## config.mk

```make
export PLATFORM = sky130hd
export DESIGN_NAME = note_scheduler
export DESIGN_NICKNAME = d
export VERILOG_FILES = /design/src/rtl/note_scheduler.sv
export SDC_FILE = /design/constraint.sdc
export NUM_CORES = 1
export LEC_CHECK = 0
export CORE_AREA = 2 2 142 144
export CTS_CLUSTER_SIZE = 10
export DETAILED_ROUTE_END_ITERATION = 8
export DIE_AREA = 0 0 144 146
export PLACE_DENSITY_LB_ADDON = 0.12
export SETUP_SLACK_MARGIN = 0.15
export SYNTH_ARGS = -nofsm -noshare
export SYNTH_HDL_FRONTEND = slang
export SYNTH_SLANG_ARGS = --single-unit
```

## constraint.sdc

```tcl
create_clock -name clock -period 8.7 [get_ports clock]
set_input_delay 1.74 -clock clock [delete_from_list [all_inputs] [get_ports clock]]
set_output_delay 1.74 -clock clock [all_outputs]
set_load 0.005 [all_outputs]
```

## src/rtl/note_scheduler.sv

```systemverilog
// Note-event scheduler: FIFO of (note, octave, duration) events played as a square wave
// using an external tuning lookup. Define NOTE_SCHEDULER_GAP_EN for a one-tick silent gap after each note.
module note_scheduler #(
   parameter int DEPTH    = 4,
   parameter int TICK_DIV = 500000
) (
   input  logic        clock,
   input  logic        resetn,
   input  logic        in_valid,
   output logic        in_ready,
   input  logic [3:0]  in_note_name,
   input  logic [3:0]  in_octave,
   input  logic [7:0]  in_duration,
   input  logic        flush,
   output logic [3:0]  lut_note_name,
   output logic [3:0]  lut_octave,
   input  logic [21:0] lut_delay,
   output logic        wave,
   output logic        busy,
   output logic        note_done
);

   // state  | meaning
   // IDLE   | waiting for a queued event; pops the head when one is present
   // LOOKUP | one cycle: capture half period from the tuning lookup
   // PLAY   | square wave running, remaining duration counted in ticks
   // GAP    | one tick of silence after the note (optional build)
   localparam logic [1:0] S_IDLE   = 2'd0;
   localparam logic [1:0] S_LOOKUP = 2'd1;
   localparam logic [1:0] S_PLAY   = 2'd2;
`ifdef NOTE_SCHEDULER_GAP_EN
   localparam logic [1:0] S_GAP    = 2'd3;
`endif

   localparam int AW = $clog2(DEPTH);
   localparam int TW = $clog2(TICK_DIV);
   localparam logic [TW-1:0] TICK_LAST = TW'(TICK_DIV - 1);

   logic [15:0]   r_mem [DEPTH];
   logic [AW:0]   r_wr_ptr;
   logic [AW:0]   r_rd_ptr;
   logic [1:0]    r_state;
   logic [3:0]    r_lut_note;
   logic [3:0]    r_lut_oct;
   logic [7:0]    r_dur;
   logic [21:0]   r_half;
   logic [21:0]   r_half_cnt;
   logic [TW-1:0] r_tick_cnt;
   logic          r_wave;
   logic          r_done;

   logic          w_full;
   logic          w_empty;
   logic          w_push;
   logic          w_tick;
   logic [15:0]   w_head;

   // Pointers carry one extra wrap bit so full and empty are distinguishable.
   assign w_empty = (r_wr_ptr == r_rd_ptr);
   assign w_full  = (r_wr_ptr[AW] != r_rd_ptr[AW]) &&
                    (r_wr_ptr[AW-1:0] == r_rd_ptr[AW-1:0]);
   assign w_push  = in_valid && !w_full && !flush;
   assign w_head  = r_mem[r_rd_ptr[AW-1:0]];
   assign w_tick  = (r_tick_cnt == TICK_LAST);

   assign in_ready      = !w_full;
   assign busy          = (r_state != S_IDLE);
   assign wave          = r_wave;
   assign note_done     = r_done;
   assign lut_note_name = r_lut_note;
   assign lut_octave    = r_lut_oct;

   always_ff @(posedge clock) begin
      if (w_push) begin
         r_mem[r_wr_ptr[AW-1:0]] <= {in_note_name, in_octave, in_duration};
      end
   end

   always_ff @(posedge clock or negedge resetn) begin
      if (!resetn) begin
         r_state    <= S_IDLE;
         r_wr_ptr   <= '0;
         r_rd_ptr   <= '0;
         r_lut_note <= '0;
         r_lut_oct  <= '0;
         r_dur      <= '0;
         r_half     <= '0;
         r_half_cnt <= '0;
         r_tick_cnt <= '0;
         r_wave     <= 1'b0;
         r_done     <= 1'b0;
      end else if (flush) begin
         r_state    <= S_IDLE;
         r_wr_ptr   <= '0;
         r_rd_ptr   <= '0;
         r_dur      <= '0;
         r_half     <= '0;
         r_half_cnt <= '0;
         r_tick_cnt <= '0;
         r_wave     <= 1'b0;
         r_done     <= 1'b0;
      end else begin
         r_done <= 1'b0;
         if (w_push) begin
            r_wr_ptr <= r_wr_ptr + (AW+1)'(1);
         end
         case (r_state)
            S_IDLE: begin
               if (!w_empty) begin
                  r_rd_ptr   <= r_rd_ptr + (AW+1)'(1);
                  r_lut_note <= w_head[15:12];
                  r_lut_oct  <= w_head[11:8];
                  r_dur      <= w_head[7:0];
                  r_state    <= S_LOOKUP;
               end
            end
            S_LOOKUP: begin
               r_half     <= lut_delay >> 1;
               r_half_cnt <= '0;
               r_tick_cnt <= '0;
               if (r_dur == 8'd0) begin
                  r_state <= S_IDLE;
                  r_done  <= 1'b1;
               end else begin
                  r_state <= S_PLAY;
               end
            end
            S_PLAY: begin
               r_tick_cnt <= w_tick ? '0 : r_tick_cnt + TW'(1);
               // A zero half period means an out-of-range note: wave stays low.
               if (r_half != 22'd0) begin
                  if (r_half_cnt == r_half - 22'd1) begin
                     r_half_cnt <= '0;
                     r_wave     <= ~r_wave;
                  end else begin
                     r_half_cnt <= r_half_cnt + 22'd1;
                  end
               end
               if (w_tick) begin
                  r_dur <= r_dur - 8'd1;
                  if (r_dur == 8'd1) begin
                     r_wave     <= 1'b0;
                     r_half_cnt <= '0;
`ifdef NOTE_SCHEDULER_GAP_EN
                     r_state    <= S_GAP;
`else
                     r_state    <= S_IDLE;
                     r_done     <= 1'b1;
`endif
                  end
               end
            end
`ifdef NOTE_SCHEDULER_GAP_EN
            S_GAP: begin
               r_tick_cnt <= w_tick ? '0 : r_tick_cnt + TW'(1);
               if (w_tick) begin
                  r_state <= S_IDLE;
                  r_done  <= 1'b1;
               end
            end
`endif
            default: begin
               r_state <= S_IDLE;
            end
         endcase
      end
   end

endmodule
```

==> impl_metrics.toml <==
[clock_tree]
cts_resized = 0
cts_inserted_buffers = 17
path_clk_slew_ns = 0.07
clockBufferDepth = 2
tritoncts = "built"
htree_levels = 4
hold_buffers = 0
clk_latency_ns = 0.43
root_buffer = "clkbuf_16"
post_cts_buffers = 0
clock_sinks = 152

[sta]
slew_headroom_pct = 32.7
period_needed_ns = 4.13
fmax_ghz = 0.242
grt_setup_unrepaired = "false"
drv_slew = 0
fin_setup_tns_ns = 0
final_hold_viol_count = 0
setup_slack_ns = 4.57
final-setup-viol-count = 0
final.period_utilization_pct = 47.5
fin_hold_ws_ns = 0.481
tightestPinTransition_ns = 1.01
fin_worst_skew_ns = 0.0103

[critical_path]
worstSetupEndpointType = "output pin"
critPathKind = "reg -> out"
cpMaxStageDelayCell = "dfrtp_1"
crit_arrival_ns = 2.39
worstPathCellList = "xor2_1, nor2_1, nand2_1, clkdlybuf4s50_1"
crit_required_ns = 6.96
critPathLaunchType = "flip-flop"
cp_max_fo = 19
crit_path_max_incr_delay_ns = 0.93

[synthesis]
ys_ff_latch = 152
syn-num-nets = 769
postSynthCellCount = 714
ys_seq_area_share_pct = 52.6
synth_edf_count = 64
syn-cell-area_um2 = 7840
yosysWarnings = 0
ys_async_sr_fraction_pct = 57.9
ys_types = 62
syn_area_per_cell_um2 = 11.0
yosys_most_used_dff = "dfrtp_1"

[power]
max-vdd-ir-drop_mv = 0.130
total_power_mw = 2.44
power_density_nw_per_um2 = 266
p_switching_uw = 849
switching_share_pct = 34.8
p_comb_share_pct = 32.8
p_leak_nw = 3.57
p_clk_share_pct = 30.0
p_int_mw = 1.59
sequentialPowerShare_pct = 37.3

[floorplanning]
die_area_um2 = 21000
boundaryPins = 54
start_util_pct = 40.5
row_count = 51
die_x_um = 144
die_h_um = 146
coreArea_um2 = 19300

[placement]
io_buffers = 52
dpl.hpwl_um = 11300
dp.cells = 999
pre_cts_ws_ns = 4.42
place_area_um2 = 8580
gp_congestion = 0.845

[routing]
wire_per_inst_um = 16.9
viasPerCell = 5.50
dr.pass1.iters = 4
drt_iter0_drc = 328
vias = 5678
wirelength_um = 17500
drc_errors = 0
ant_nets = 0

[global_route]
antenna_found_initial = 1
grt-ovfl-total = 0
grt_pass1_wl_um = 29100
grt_max_degree = 76
grt_pass1_vias = 5797
grt.total_usage_pct = 17.6

[final_layout]
design_area_um2 = 9190
num-nets-final = 809
drive_gt1_share_pct = 11.3
area_growth_pct = 17.2
stdcell_count = 1033
fin_util_pct = 47.5

[flow_run]
maxCapViolations = 0

[hold_path]
hp-class = "reg -> reg"

[run_status]
status = "finished clean"
==> layout by cell type, fill, tap and decap left out, types with 5 or more instances in the layout <==
cell / netlist / final
a21oi_1: 20 / 20
a22o_1: 7 / 7
a31oi_1: 23 / 23
and2_1: 5 / 5
and3_1: 14 / 14
buf_4: 1 / 9
clkbuf_16: 0 / 17
clkdlybuf4s50_1: 0 / 51
dfrtp_1: 88 / 88
edfxtp_1: 64 / 64
ha_1: 13 / 13
inv_1: 18 / 18
inv_8: 0 / 6
mux2_2: 10 / 10
mux2i_1: 25 / 25
mux4_2: 16 / 16
nand2_1: 72 / 72
nand3_1: 34 / 34
nand3b_1: 7 / 7
nand4_1: 10 / 10
nor2_1: 60 / 59
nor3_1: 19 / 18
nor3b_1: 9 / 9
nor4_1: 6 / 6
o21ai_0: 46 / 45
or3_1: 6 / 6
xnor2_1: 22 / 22
xor2_1: 20 / 20
==> Yosys cell counts (4+ instances only) <==
library cell | instances | area, um2
a21oi_1 | 20 | 100
a22o_1 | 7 | 61.3
a31o_2 | 4 | 35.0
a31oi_1 | 23 | 144
and2_1 | 5 | 31.3
and3_1 | 14 | 87.6
buf_1 | 4 | 15.0
buf_2 | 5 | 25.0
clkbuf_1 | 26 | 97.6
dfrtp_1 | 88 | 2200
edfxtp_1 | 64 | 1920
ha_1 | 13 | 163
inv_1 | 18 | 67.6
mux2_2 | 10 | 113
mux2i_1 | 25 | 250
mux4_2 | 16 | 360
nand2_1 | 72 | 270
nand2b_1 | 4 | 25.0
nand3_1 | 34 | 170
nand3b_1 | 7 | 52.6
nand4_1 | 10 | 62.6
nor2_1 | 60 | 225
nor2b_1 | 4 | 25.0
nor3_1 | 19 | 95.1
nor3b_1 | 9 | 67.6
nor4_1 | 6 | 37.5
nor4b_1 | 4 | 35.0
o21ai_0 | 46 | 230
o31ai_1 | 4 | 30.0
or3_1 | 6 | 37.5
xnor2_1 | 22 | 193
xor2_1 | 20 | 175
==> area by class of cell <==
cell class	instances	area, um2
fillers	1795	10100
clock buffers	18	439
well taps	265	332
repair buffers	60	578
clock inverters	14	151
diodes	1	2.50
multi-input cells	505	3490
flip-flops and latches	152	4120
inverters	18	67.6
==> critical path: cells and delay by family (launching register included) <==
family	cells	cell delay, ns
buf+inv	1	0.54
xor+xnor	1	0.27
simple gates	2	0.21
flops	1	0.93
==> sequential cells by signal (all words and copies together), names as in the netlist <==
register and count:
r_mem 64, r_tick_cnt 19, note_done 1, wave 1, r_wr_ptr 3, r_dur 8, r_half 21, lut_note_name 4
r_rd_ptr 3, r_half_cnt 22, r_state 2, lut_octave 4
==> worst paths after layout <==
check | depth (start not counted) | to | slack, ns | start
max | 4 | in_ready | 4.57 | r_rd_ptr[1]
max reg2reg | 10 | r_half_cnt[1] | 4.97 | r_half[0]
min in group asynchronous | 1 | note_done | 1.14 | resetn
min reg2reg | 1 | r_tick_cnt[18] | 0.48 | r_tick_cnt[18]
min | 1 | r_tick_cnt[18] | 0.48 | r_tick_cnt[18]
max in group asynchronous | 2 | r_half_cnt[16] | 6.31 | resetn
==> power groups by stage <==
stage               registers, mW  logic [mW]  clock network, mW
floorplan                   0.888       0.607                  0
global route                0.924       0.895              0.784
global placement            0.921       0.788                  0
CTS                         0.912       0.810              0.756
detailed placement          0.925       0.802                  0
finish                      0.910       0.800              0.732
==> layer usage <==
metal	routed length, um	GRT usage [%]	vias up	share of wire [%]
met2	8520	29.6	118	49
met1	7920	22.4	2831	45
li1	-	-	2712	-
met4	252	4.66	0	1.4
met3	765	4.74	17	4.4
met5	0	0	-	0
==> logic make-up (layout without fill, tap and decap cells) <==
| group | after synthesis | after routing | synth area share [%] |
|---|---|---|---|
| simple gates | 275 | 275 | 18.5 |
| flops | 152 | 152 | 52.6 |
| compound gates | 124 | 124 | 9.81 |
| buf+inv | 57 | 110 | 3.06 |
| mux | 51 | 51 | 9.22 |
| xor+xnor | 42 | 42 | 4.69 |
| fa+ha+maj | 13 | 13 | 2.07 |
| other cells | 0 | 1 | 0 |
Note: power is estimated with default switching activity, not from simulation.
